===== config.mk =====
export PLATFORM = sky130hd
export DESIGN_NAME = gate_sensor_conditioner
export DESIGN_NICKNAME = d
export VERILOG_FILES = /design/src/rtl/gate_sensor_pkg.sv /design/src/rtl/debounce_channel.sv /design/src/rtl/gate_sensor_conditioner.sv
export SDC_FILE = /design/constraint.sdc
export NUM_CORES = 1
export LEC_CHECK = 0
export ABC_AREA = 1
export CORE_MARGIN = 2
export CORE_UTILIZATION = 58
export CTS_CLUSTER_SIZE = 28
export DETAILED_ROUTE_END_ITERATION = 8
export PLACE_DENSITY = 0.79
export SYNTH_ARGS = -nofsm -noshare
export SYNTH_HDL_FRONTEND = slang
export SYNTH_SLANG_ARGS = --single-unit

===== constraint.sdc =====
create_clock -name clk -period 2.3 [get_ports clk]
set_input_delay 0.69 -clock clk [delete_from_list [all_inputs] [get_ports clk]]
set_output_delay 0.69 -clock clk [all_outputs]
set_load 0.1 [all_outputs]

===== src/rtl/gate_sensor_pkg.sv =====
// Shared types and default constants for the gate sensor conditioner.
package gate_sensor_pkg;

  typedef enum logic {
    STABLE  = 1'b0,
    PENDING = 1'b1
  } chan_state_e;

  localparam int unsigned DEBOUNCE_DEFAULT = 50000;
  localparam int unsigned GLITCH_W_DEFAULT = 8;

endpackage


===== src/rtl/debounce_channel.sv =====
// One sensor channel: 2-flop synchronizer, persistence debouncer, edge pulses
// and a saturating counter of rejected short excursions.
module debounce_channel
  import gate_sensor_pkg::*;
#(
  parameter int unsigned DEBOUNCE_CYCLES = DEBOUNCE_DEFAULT,
  parameter int unsigned GLITCH_W        = GLITCH_W_DEFAULT
) (
  input  logic                clk,
  input  logic                reset,
  input  logic                raw_i,
  output logic                clean_o,
  output logic                rise_o,
  output logic                fall_o,
  output logic [GLITCH_W-1:0] glitches_o
);

  localparam int unsigned CNT_W = $clog2(DEBOUNCE_CYCLES + 1);
  // Value held while the final persistence cycle is being evaluated.
  localparam logic [CNT_W-1:0] CNT_LAST = CNT_W'(DEBOUNCE_CYCLES - 1);

  logic                meta_q;
  logic                sync_q;
  chan_state_e         state_q;
  logic [CNT_W-1:0]    cnt_q;
  logic                clean_q;
  logic                rise_q;
  logic                fall_q;
  logic [GLITCH_W-1:0] glitch_q;

  always_ff @(posedge clk or posedge reset) begin
    if (reset) begin
      meta_q <= 1'b0;
      sync_q <= 1'b0;
    end else begin
      meta_q <= raw_i;
      sync_q <= meta_q;
    end
  end

  always_ff @(posedge clk or posedge reset) begin
    if (reset) begin
      state_q  <= STABLE;
      cnt_q    <= '0;
      clean_q  <= 1'b0;
      rise_q   <= 1'b0;
      fall_q   <= 1'b0;
      glitch_q <= '0;
    end else begin
      rise_q <= 1'b0;
      fall_q <= 1'b0;
      case (state_q)
        STABLE: begin
          cnt_q <= '0;
          if (sync_q != clean_q) begin
            if (DEBOUNCE_CYCLES == 1) begin
              clean_q <= sync_q;
              rise_q  <= sync_q;
              fall_q  <= ~sync_q;
            end else begin
              state_q <= PENDING;
              cnt_q   <= CNT_W'(1);
            end
          end
        end
        PENDING: begin
          if (sync_q == clean_q) begin
            state_q <= STABLE;
            cnt_q   <= '0;
            if (glitch_q != '1) glitch_q <= glitch_q + GLITCH_W'(1);
          end else if (cnt_q == CNT_LAST) begin
            state_q <= STABLE;
            cnt_q   <= '0;
            clean_q <= sync_q;
            rise_q  <= sync_q;
            fall_q  <= ~sync_q;
          end else begin
            cnt_q <= cnt_q + CNT_W'(1);
          end
        end
        default: begin
          state_q <= STABLE;
          cnt_q   <= '0;
        end
      endcase
    end
  end

  assign clean_o    = clean_q;
  assign rise_o     = rise_q;
  assign fall_o     = fall_q;
  assign glitches_o = glitch_q;

endmodule


===== src/rtl/gate_sensor_conditioner.sv =====
// Conditions the outer and inner gate sensors into clean levels, edge pulses
// and glitch statistics; the two channels are fully independent.
module gate_sensor_conditioner
  import gate_sensor_pkg::*;
#(
  parameter int unsigned DEBOUNCE_CYCLES = DEBOUNCE_DEFAULT,
  parameter int unsigned GLITCH_W        = GLITCH_W_DEFAULT
) (
  input  logic                clk,
  input  logic                reset,
  input  logic                outer_raw,
  input  logic                inner_raw,
  output logic                outer,
  output logic                inner,
  output logic                outer_rise,
  output logic                outer_fall,
  output logic                inner_rise,
  output logic                inner_fall,
  output logic [GLITCH_W-1:0] outer_glitches,
  output logic [GLITCH_W-1:0] inner_glitches
);

  debounce_channel #(
    .DEBOUNCE_CYCLES (DEBOUNCE_CYCLES),
    .GLITCH_W        (GLITCH_W)
  ) u_outer (
    .clk        (clk),
    .reset      (reset),
    .raw_i      (outer_raw),
    .clean_o    (outer),
    .rise_o     (outer_rise),
    .fall_o     (outer_fall),
    .glitches_o (outer_glitches)
  );

  debounce_channel #(
    .DEBOUNCE_CYCLES (DEBOUNCE_CYCLES),
    .GLITCH_W        (GLITCH_W)
  ) u_inner (
    .clk        (clk),
    .reset      (reset),
    .raw_i      (inner_raw),
    .clean_o    (inner),
    .rise_o     (inner_rise),
    .fall_o     (inner_fall),
    .glitches_o (inner_glitches)
  );

endmodule


==> results.py, run 1 <==
metrics = {
    "run_status": {
        "status": "finished, final reports clean",
    },
    "die": {
        "core_um2": 5540,
        "start_util_pct": 60.37,
        "row_count": 27,
        "die_w_um": 79.94,
        "die_h_um": 79.94,
        "io_pins": 26,
        "dieArea_um2": 6390,
    },
    "sta": {
        "post-route-min-period_ns": 1.787,
        "report.final.slew_viol_count": 0,
        "whs_ns": 0.3467,
        "tightest_slew_ns": 0.3999,
        "clock_skew_ns": 0.008803,
        "rsz0062_at_grt": "false",
        "maxClockFrequency_mhz": 559.7,
        "finalSetupViolations": 0,
        "period_share_pct": 77.69,
        "tns_ns": 0,
        "relSlewSlack_pct": 73.31,
        "hold_viol_final": 0,
    },
    "global_routing": {
        "grt_max_degree": 33,
        "grt_overflow_total": 0,
        "grt_pass1_vias": 2643,
        "grt_antenna_before_repair": 0,
        "grt_usage_pct": 22.63,
        "grt_pass1_wl_um": 11270,
    },
    "yosys": {
        "synth_edf_count": 0,
        "syn_area_per_cell_um2": 7.925,
        "synth_area_um2": 3344,
        "syn_nets": 430,
        "yosysUniqueCellTypes": 29,
        "ys_seq_area_share_pct": 44.89,
        "synth_cells": 422,
        "ys.warnings.count": 0,
        "synth-main-ff-cell": "dfrtp_1",
        "ys_ff_latch": 60,
        "async_flop_share_pct": 100.0,
    },
    "routing": {
        "finalWirelength_um": 6300,
        "route.detailed.drc": 0,
        "vias": 2697,
        "dr.pass1.iters": 4,
        "vias_per_cell": 5.041,
        "routedWlPerCell_um": 11.78,
        "drtAntennaViolNets": 0,
        "drt-initial-drc-count": 211,
    },
    "cells_and_area": {
        "multi_input_area_um2": 1607,
        "nFillCells": 464,
        "antenna_cells": 0,
        "seqCellArea_um2": 1501,
        "syn_to_final_growth_pct": 14.70,
        "drive_above_1_share_pct": 20.30,
        "nNetsFinal": 467,
    },
    "setup_path": {
        "cp_cell_sequence": "buf_4",
        "cp_data_required_time_ns": 1.61,
        "critPathCapture": "inner_glitches[2]",
        "reg2reg_depth": 9,
        "cp-end-kind": "output pin",
        "slowest_delay_ns": 0.43,
        "critical_path_buf_inv_count": 1,
        "reg2reg_slack_ns": 0.58,
        "worstSetupPathDepth": 1,
        "critPathArrivalTime_ns": 1.10,
        "path_class": "register to output pin",
        "cp_slowest_cell": "dfrtp_1",
        "critPathTopFamily": "flip-flops",
        "reg2reg_from": "u_inner.glitches_o[0]$_DFFE_PP0P_",
        "critPathLaunchType": "register",
        "critPathLaunch": "u_inner.glitches_o[2]$_DFFE_PP0P_",
        "crit-reg2reg-capture": "u_inner.glitches_o[7]$_DFFE_PP0P_",
        "path_max_fanout": 5,
    },
    "min_path": {
        "whs_path_depth": 0,
        "hp-class": "register to register",
    },
    "clock_network": {
        "clkTransAtPathRegs_ns": 0.06,
        "cts.sinks": 60,
        "cts_tree": "built",
        "numCtsBuffers": 9,
        "post_cts_buffers": 0,
        "cts_max_level": 3,
        "cts_root_buffer": "clkbuf_8",
        "clkLatencyLatePin_ns": 0.34,
        "cts_resized": 0,
        "postCtsHoldBufs": 0,
        "cts_buffer_depth": 2,
    },
    "power_and_ir_drop": {
        "pwr_density_cell_nw_per_um2": 815.5,
        "p_leak_nw": 1.758,
        "vdd_drop_max_v": 0.0006755,
    },
    "placed_design": {
        "dpl.hpwl_um": 4720,
        "routabilityCongestion": 0.8659,
        "io_buffers": 25,
    },
    "run": {
        "cap_violations": 0,
    },
}
[per-stage QoR]
stage / setup WS (ns) / total power, mW / cells / utilization [%] / instance area (µm²)
after floorplan: 0.1051 / 2.054 / 422 / - / 3344
after global placement: 0.6526 / 2.303 / 520 / 66.19 / 3667
after detailed placement: 0.5695 / 2.321 / 520 / 66.19 / 3667
after CTS: 0.5052 / 3.164 / 535 / 69.24 / 3836
after global routing: 0.4323 / 3.272 / 535 / 69.24 / 3836
final: 0.5132 / 3.128 / 535 / 69.24 / 3836
[flip-flops by register name, summed over array words and instances, names as in the netlist]
name                count
u_inner.sync_q          1
u_outer.state_q         1
u_outer.cnt_q          16
u_inner.fall_o          1
u_inner.state_q         1
u_inner.clean_o         1
u_inner.meta_q          1
u_outer.clean_o         1
u_inner.rise_o          1
u_inner.glitches_o      8
u_outer.sync_q          1
u_outer.glitches_o      8
u_inner.cnt_q          16
u_outer.fall_o          1
u_outer.rise_o          1
u_outer.meta_q          1
[cell usage after synthesis, drive strengths merged, types with 3 or more instances]
library cell,number,area [µm²]
xor2,7,68.82
nand3,29,170.2
inv,59,221.5
nor3,12,60.06
xnor2,3,26.28
nor2,81,452.9
a21oi,10,50.05
o21ai,11,62.56
dfrtp,60,1501
o21bai,5,48.80
nand3b,4,46.29
nand2,131,539.3
ha,4,50.05
nand4,4,25.02
[where the power goes]
part / total [mW] / switching, mW / internal, mW
Combinational: 1.03 / 0.761 / 0.272
Sequential: 1.26 / 0.119 / 1.15
Clock: 0.831 / 0.390 / 0.441
[layer usage]
metal	GRT usage [%]	wire, µm	vias to the layer above
met5	0	0	-
met4	11.02	63	0
met3	3.846	301	7
met2	37.92	3094	60
met1	28.21	2840	1247
li1	-	-	1383
[worst min path at each step]
stage                        startpoint                  endpoint  slack (ns)
5_1_grt        u_inner.meta_q$_DFF_PP0_  u_inner.sync_q$_DFF_PP0_        0.36
3_3_place_gp   u_outer.meta_q$_DFF_PP0_  u_outer.sync_q$_DFF_PP0_        0.33
6_report       u_outer.meta_q$_DFF_PP0_  u_outer.sync_q$_DFF_PP0_        0.35
4_1_cts        u_inner.meta_q$_DFF_PP0_  u_inner.sync_q$_DFF_PP0_        0.35
3_5_place_dp   u_inner.meta_q$_DFF_PP0_  u_inner.sync_q$_DFF_PP0_        0.33
2_1_floorplan  u_inner.meta_q$_DFF_PP0_  u_inner.sync_q$_DFF_PP0_        0.33
[cells in the final DEF (no fill, tap or decap), drive strengths merged]
cell type      count
nor2              81
nand3             29
o21ai             11
nor3              12
nand3b             4
clkbuf            13
nand2            131
o21bai             5
clkinv             2
dfrtp             60
nand4              4
ha                 4
xnor2              3
clkdlybuf4s50      3
and2               1
xor2               7
inv               59
a21oi             10
buf               24
[area by class of cell]
| class | instances | share of cell area, % |
|---|---|---|
| clock inverter | 2 | 0.2609 |
| multi-input combinational | 302 | 41.88 |
| timing repair buffer | 27 | 6.458 |
| tap | 72 | 2.348 |
| clock buffer | 13 | 4.142 |
| sequential | 60 | 39.14 |
| inverter | 59 | 5.773 |
[cells by family after synthesis]
family                   count (synthesis)  share of synthesized area (%)
buffers and inverters                   60                          7.071
XOR/XNOR                                10                          2.844
AO/OA/AOI/OAI                           26                          4.826
flip-flops                              60                          44.89
AND/OR/NAND/NOR                        262                          38.87
adder cells (fa/ha/maj)                  4                          1.497
No activity file was read; power rests on OpenSTA's default activity.
==> inputs of run 2 (changes only) <==
clock period = 1.7 ns   (was 2.3 ns; I/O delays follow)
==> results.py, run 2 (synthesis gave the netlist of run 1 again) <==
metrics = {
    "run_status": {
        "status": "finished, final reports clean",
    },
    "global_routing": {
        "grt_pass1_wl_um": 11900,
        "grt_antenna_before_repair": 0,
        "grt_pass1_vias": 2742,
        "grt_usage_pct": 24.17,
        "grt_max_degree": 42,
        "grt_overflow_total": 0,
    },
    "setup_path": {
        "reg2reg_from": "u_inner.glitches_o[1]$_DFFE_PP0P_",
        "critPathLaunchType": "register",
        "critPathTopFamily": "flip-flops",
        "cp_slowest_cell": "dfrtp_4",
        "cp_data_required_time_ns": 1.19,
        "reg2reg_slack_ns": 0.07,
        "path_max_fanout": 3,
        "reg2reg_depth": 9,
        "slowest_delay_ns": 0.48,
        "crit-reg2reg-capture": "u_inner.glitches_o[4]$_DFFE_PP0P_",
        "cp_cell_sequence": "buf_4 > buf_12",
        "critical_path_buf_inv_count": 2,
        "cp-end-kind": "output pin",
        "path_class": "register to output pin",
        "critPathArrivalTime_ns": 1.16,
    },
    "cells_and_area": {
        "fin_cells": 540,
        "final_common_cell": "nand2_1",
        "antenna_cells": 0,
        "syn_to_final_growth_pct": 24.69,
        "nNetsFinal": 471,
        "fin_area_um2": 4170,
        "nFillCells": 383,
        "reg_top3": "u_inner.cnt_q: 16 flops, u_outer.cnt_q: 16 flops",
        "drive_above_1_share_pct": 25.21,
        "fin_util_pct": 75.27,
        "final_cell_mix": "nand2_1 (119), nor2_1 (55), inv_1 (50)",
    },
    "min_path": {
        "whs_path_depth": 0,
        "hold_end": "u_outer.sync_q$_DFF_PP0_",
        "holdCritStartpoint": "u_outer.meta_q$_DFF_PP0_",
        "hp-class": "register to register",
    },
    "die": {
        "dieArea_um2": 6390,
        "die_h_um": 79.94,
        "die_w_um": 79.94,
        "start_util_pct": 60.37,
        "core_um2": 5540,
        "row_count": 27,
        "io_pins": 26,
    },
    "placed_design": {
        "dpl_cell_area_um2": 3975,
        "preCtsSetupSlack_ns": 0.02674,
        "dp.cells": 523,
        "dpl.hpwl_um": 4944,
        "routabilityCongestion": 0.8127,
        "io_buffers": 25,
    },
    "routing": {
        "finalWirelength_um": 6609,
        "drt-initial-drc-count": 102,
        "vias": 2751,
        "dr.pass1.iters": 5,
        "route.detailed.drc": 0,
        "vias_per_cell": 5.094,
        "routedWlPerCell_um": 12.24,
        "drtAntennaViolNets": 0,
    },
    "clock_network": {
        "cts_tree": "built",
        "clkTransAtPathRegs_ns": 0.08,
        "cts.sinks": 60,
        "clkLatencyLatePin_ns": 0.35,
        "cts_max_level": 3,
        "cts_buffer_depth": 2,
        "numCtsBuffers": 9,
        "cts_root_buffer": "clkbuf_8",
    },
    "run": {
        "cap_violations": 0,
    },
    "sta": {
        "hold_viol_final": 0,
        "post-route-min-period_ns": 1.668,
        "relSlewSlack_pct": 78.59,
        "report.final.slew_viol_count": 0,
        "maxClockFrequency_mhz": 599.6,
        "tightest_slew_ns": 0.3188,
        "finalSetupViolations": 0,
        "period_share_pct": 98.11,
        "clock_skew_ns": 0.01617,
        "fin_ws_ns": 0.03209,
        "rsz0062_at_grt": "true",
    },
    "power_and_ir_drop": {
        "pwr_density_cell_nw_per_um2": 1100,
        "vdd_drop_max_v": 0.0009718,
        "p_leak_nw": 1.812,
        "finalPower_mw": 4.587,
    },
}
[run 2: changes by cell type in the layout (fill, tap and decap cells not counted), moves of 3 or more]
cell        previous run  this run
dfrtp_1               60        43
dfrtp_4                0         4
clkinvlp_4             0         3
buf_12                 3        23
dfrtp_2                0        13
buf_4                 21         5
[run 2: timing repair]
| item | CTS | global route |
|---|---|---|
| resized for setup | 1 | 1 |
| buffers inserted | 1 | 0 |
| hold buffers | 0 | 0 |
| pin swaps | 1 | 1 |
| endpoints found under the setup margin | 2 | 13 |
[run 2: cell type report]
type | instances | area, µm² | area share (%)
well taps | 72 | 90.09 | 2.160
clock buffers | 12 | 155.1 | 3.720
multi-input cells | 302 | 1614 | 38.70
repair buffers | 31 | 528.0 | 12.66
flip-flops and latches | 60 | 1533 | 36.75
inverters | 59 | 225.2 | 5.401
clock inverters | 4 | 25.02 | 0.6001
[run 2: worst max path at each step]
stage,start,endpoint,cells past startpoint
2_1_floorplan,u_inner.glitches_o[0]$_DFFE_PP0P_,u_inner.glitches_o[0]$_DFFE_PP0P_,8
3_3_place_gp,u_outer.glitches_o[0]$_DFFE_PP0P_,u_outer.glitches_o[6]$_DFFE_PP0P_,6
3_5_place_dp,u_inner.glitches_o[1]$_DFFE_PP0P_,u_inner.glitches_o[4]$_DFFE_PP0P_,9
4_1_cts,u_inner.glitches_o[0]$_DFFE_PP0P_,inner_glitches[0],2
5_1_grt,u_inner.glitches_o[1]$_DFFE_PP0P_,u_inner.glitches_o[4]$_DFFE_PP0P_,9
6_report,u_inner.glitches_o[0]$_DFFE_PP0P_,inner_glitches[0],2
[run 2: through the flow]
step / TNS [ns] / hold WS [ns]
5_1_grt: -0.005784 / 0.3708
2_1_floorplan: -0.008957 / 0.3312
4_1_cts: 0 / 0.3612
3_3_place_gp: 0 / 0.3332
6_report: 0 / 0.3554
3_5_place_dp: 0 / 0.3478
[run 2: report_power, final]
| part | switching (mW) | total, mW | leakage, nW | internal, mW |
|---|---|---|---|---|
| sequential | 0.182 | 1.77 | 0.785 | 1.59 |
| clock | 0.573 | 1.18 | 0.0884 | 0.603 |
| combinational | 1.07 | 1.64 | 0.939 | 0.570 |
| total | 1.82 | 4.59 | 1.81 | 2.76 |
[run 2: routing by layer]
layer	part of all wire, %	vias to the layer above	wire length [µm]	GRT usage (%)
li1	-	1392	-	-
met1	47	1304	3082	30.67
met2	48	45	3178	39.25
met3	3.2	10	214	4.299
met4	2.0	0	133	12.88
met5	0	-	0	0
==> inputs of run 3 (changes only) <==
CTS_CLUSTER_DIAMETER = 200   (was unset)
==> results of run 3 <==
The final DEF is identical to that of run 2; final timing and power are the same.
==> RTL edit, RTL diff (config.mk and constraints of run 1) <==
Change the package constant `DEBOUNCE_DEFAULT` from 50000 to 200000.
--- a/src/rtl/gate_sensor_pkg.sv
+++ b/src/rtl/gate_sensor_pkg.sv
@@ -8,3 +8,3 @@
 
-  localparam int unsigned DEBOUNCE_DEFAULT = 50000;
+  localparam int unsigned DEBOUNCE_DEFAULT = 200000;
   localparam int unsigned GLITCH_W_DEFAULT = 8;
Function: no difference found for any inputs over 10 cycles, from zero or initial values and one cycle with reset high; that may be too few to reach the edited logic, so the function may still have changed.
==> RTL edit against run 1 <==
Count of clock-buffer cells in the layout down 2; worst setup slack better by 0.0090 ns; fmax up 0.51%; power up 12%; clock skew down 0.0047 ns; wire length up 6.3%; cell area up 3.8%; die area up 2.0%; area after synthesis up 2.1%; sequential cell count up 4; register-to-register slack better by 0.14 ns; critical path type unchanged; hold slack better by 0.0039 ns; first-iteration DRC count up 6.2%.
==> RTL edit: results (changes against run 1) <==
----------------------------------------------------
[Run status]
  Run status ... finished clean (unchanged)

[Placement]
  Routability Congestion ... 0.908 (was 0.866)
  Cell area reported after detailed placement ... 0.00374 mm² (was 0.00367 mm²)
  DPL Wire Length ... 4750 µm (was 4720 µm)

[Power and ir drop]
  Static leakage ... 1.83 nW (was 1.76 nW)
  Total power ... 3.50 mW (was 3.13 mW)
  Power share of the clock group ... 33.9% (was 26.6%)
  Logic power comb ... 979 µW (was 1.03 mW)
  Worst-case vdd ir drop ... 0.000939 V (was 0.000676 V)

[Final layout]
  Ratio of cells with drive above 1 in the final layout ... 15.0% (was 20.3%)
  Top Registers ... u_inner.cnt_q (18), u_outer.cnt_q (18) (was u_inner.cnt_q (16), u_outer.cnt_q (16))
  Final Non-Filler Cells ... 540 (was 535)
  Number of combinational gates with multiple inputs ... 313 (was 302)
  Fraction of standard cell area that is sequential ... 40.2% (was 39.1%)
  Data-path buffer share of cell area in the final layout ... 6.35% (was 6.46%)
  Multi-input logic portion of the cell area ... 40.4% (was 41.9%)
  Layout overhead on the synthesized area ... 16.6% (was 14.7%)
  Clock network share of area ... 6.16% (was 4.40%)
  Number of non-clock buffers in the layout ... 26 (was 27)

[Yosys]
  Synth Area in XOR/XNOR ... 6.41% (was 2.84%)
  Mean cell area of the mapped netlist ... 7.98 µm² (was 7.93 µm²)
  Post-synthesis compound-gate area fraction ... 2.64% (was 4.83%)
  Library cells used by synthesis ... 25 (was 29)
  Synthesized Nets ... 436 (was 430)
  Cell types with the largest area share after synthesis ... dfrtp_1 47%, nand2_1 12%, nor2_1 9.0% (was dfrtp_1 45%, nand2_1 13%, nor2_1 6.2%)
  Part of the Yosys area used for sequential elements ... 46.9% (was 44.9%)

[Global route]
  Global routing usage summed across all routing layers ... 23.6% (was 22.6%)
  Largest net degree at the start of global routing ... 65 (was 33)
  Global-route wire length before repair ... 11900 µm (was 11300 µm)

[Routing]
  Routed vias ... 2784 (was 2697)

[Setup path]
  Setup slack of the most critical reg-to-reg path ... 0.72 ns (was 0.58 ns)
  Start of the worst register-to-register path ... u_inner.cnt_q[0] (was u_inner.glitches_o[0])
  R2R Path End ... u_inner.cnt_q[0] (was u_inner.glitches_o[7])

[STA]
  Minimum hold slack ... 0.351 ns (was 0.347 ns)

----------------------------------------------------
## RTL edit: cell count changes after synthesis, sizes merged, moves of 7 or more
cell,before,now
a21oi,10,2
inv,59,47
nand2,131,117
nand3,29,36
nor2,81,92
xnor2,3,10
xor2,7,15
## RTL edit: worst max path at each step
stage,depth (start not counted),startpoint,slack [ns],to
global route,1,u_inner.glitches_o[2],0.47,inner_glitches[2]
finish,1,u_inner.glitches_o[2],0.52,inner_glitches[2]
detailed placement,6,u_inner.cnt_q[0],0.72,u_inner.cnt_q[0]
global placement,6,u_inner.cnt_q[0],0.80,u_inner.cnt_q[0]
floorplan,1,reset,0.01,u_inner.clean_o
CTS,1,u_inner.glitches_o[2],0.51,inner_glitches[2]
## RTL edit: routing by layer
metal	GRT usage [%]	wire, µm	up-vias
met3	6.89	304	10
met1	32.3	3160	1310
met2	36.5	3160	54
li1	-	-	1410
met5	0	0	-
met4	7.63	77	0
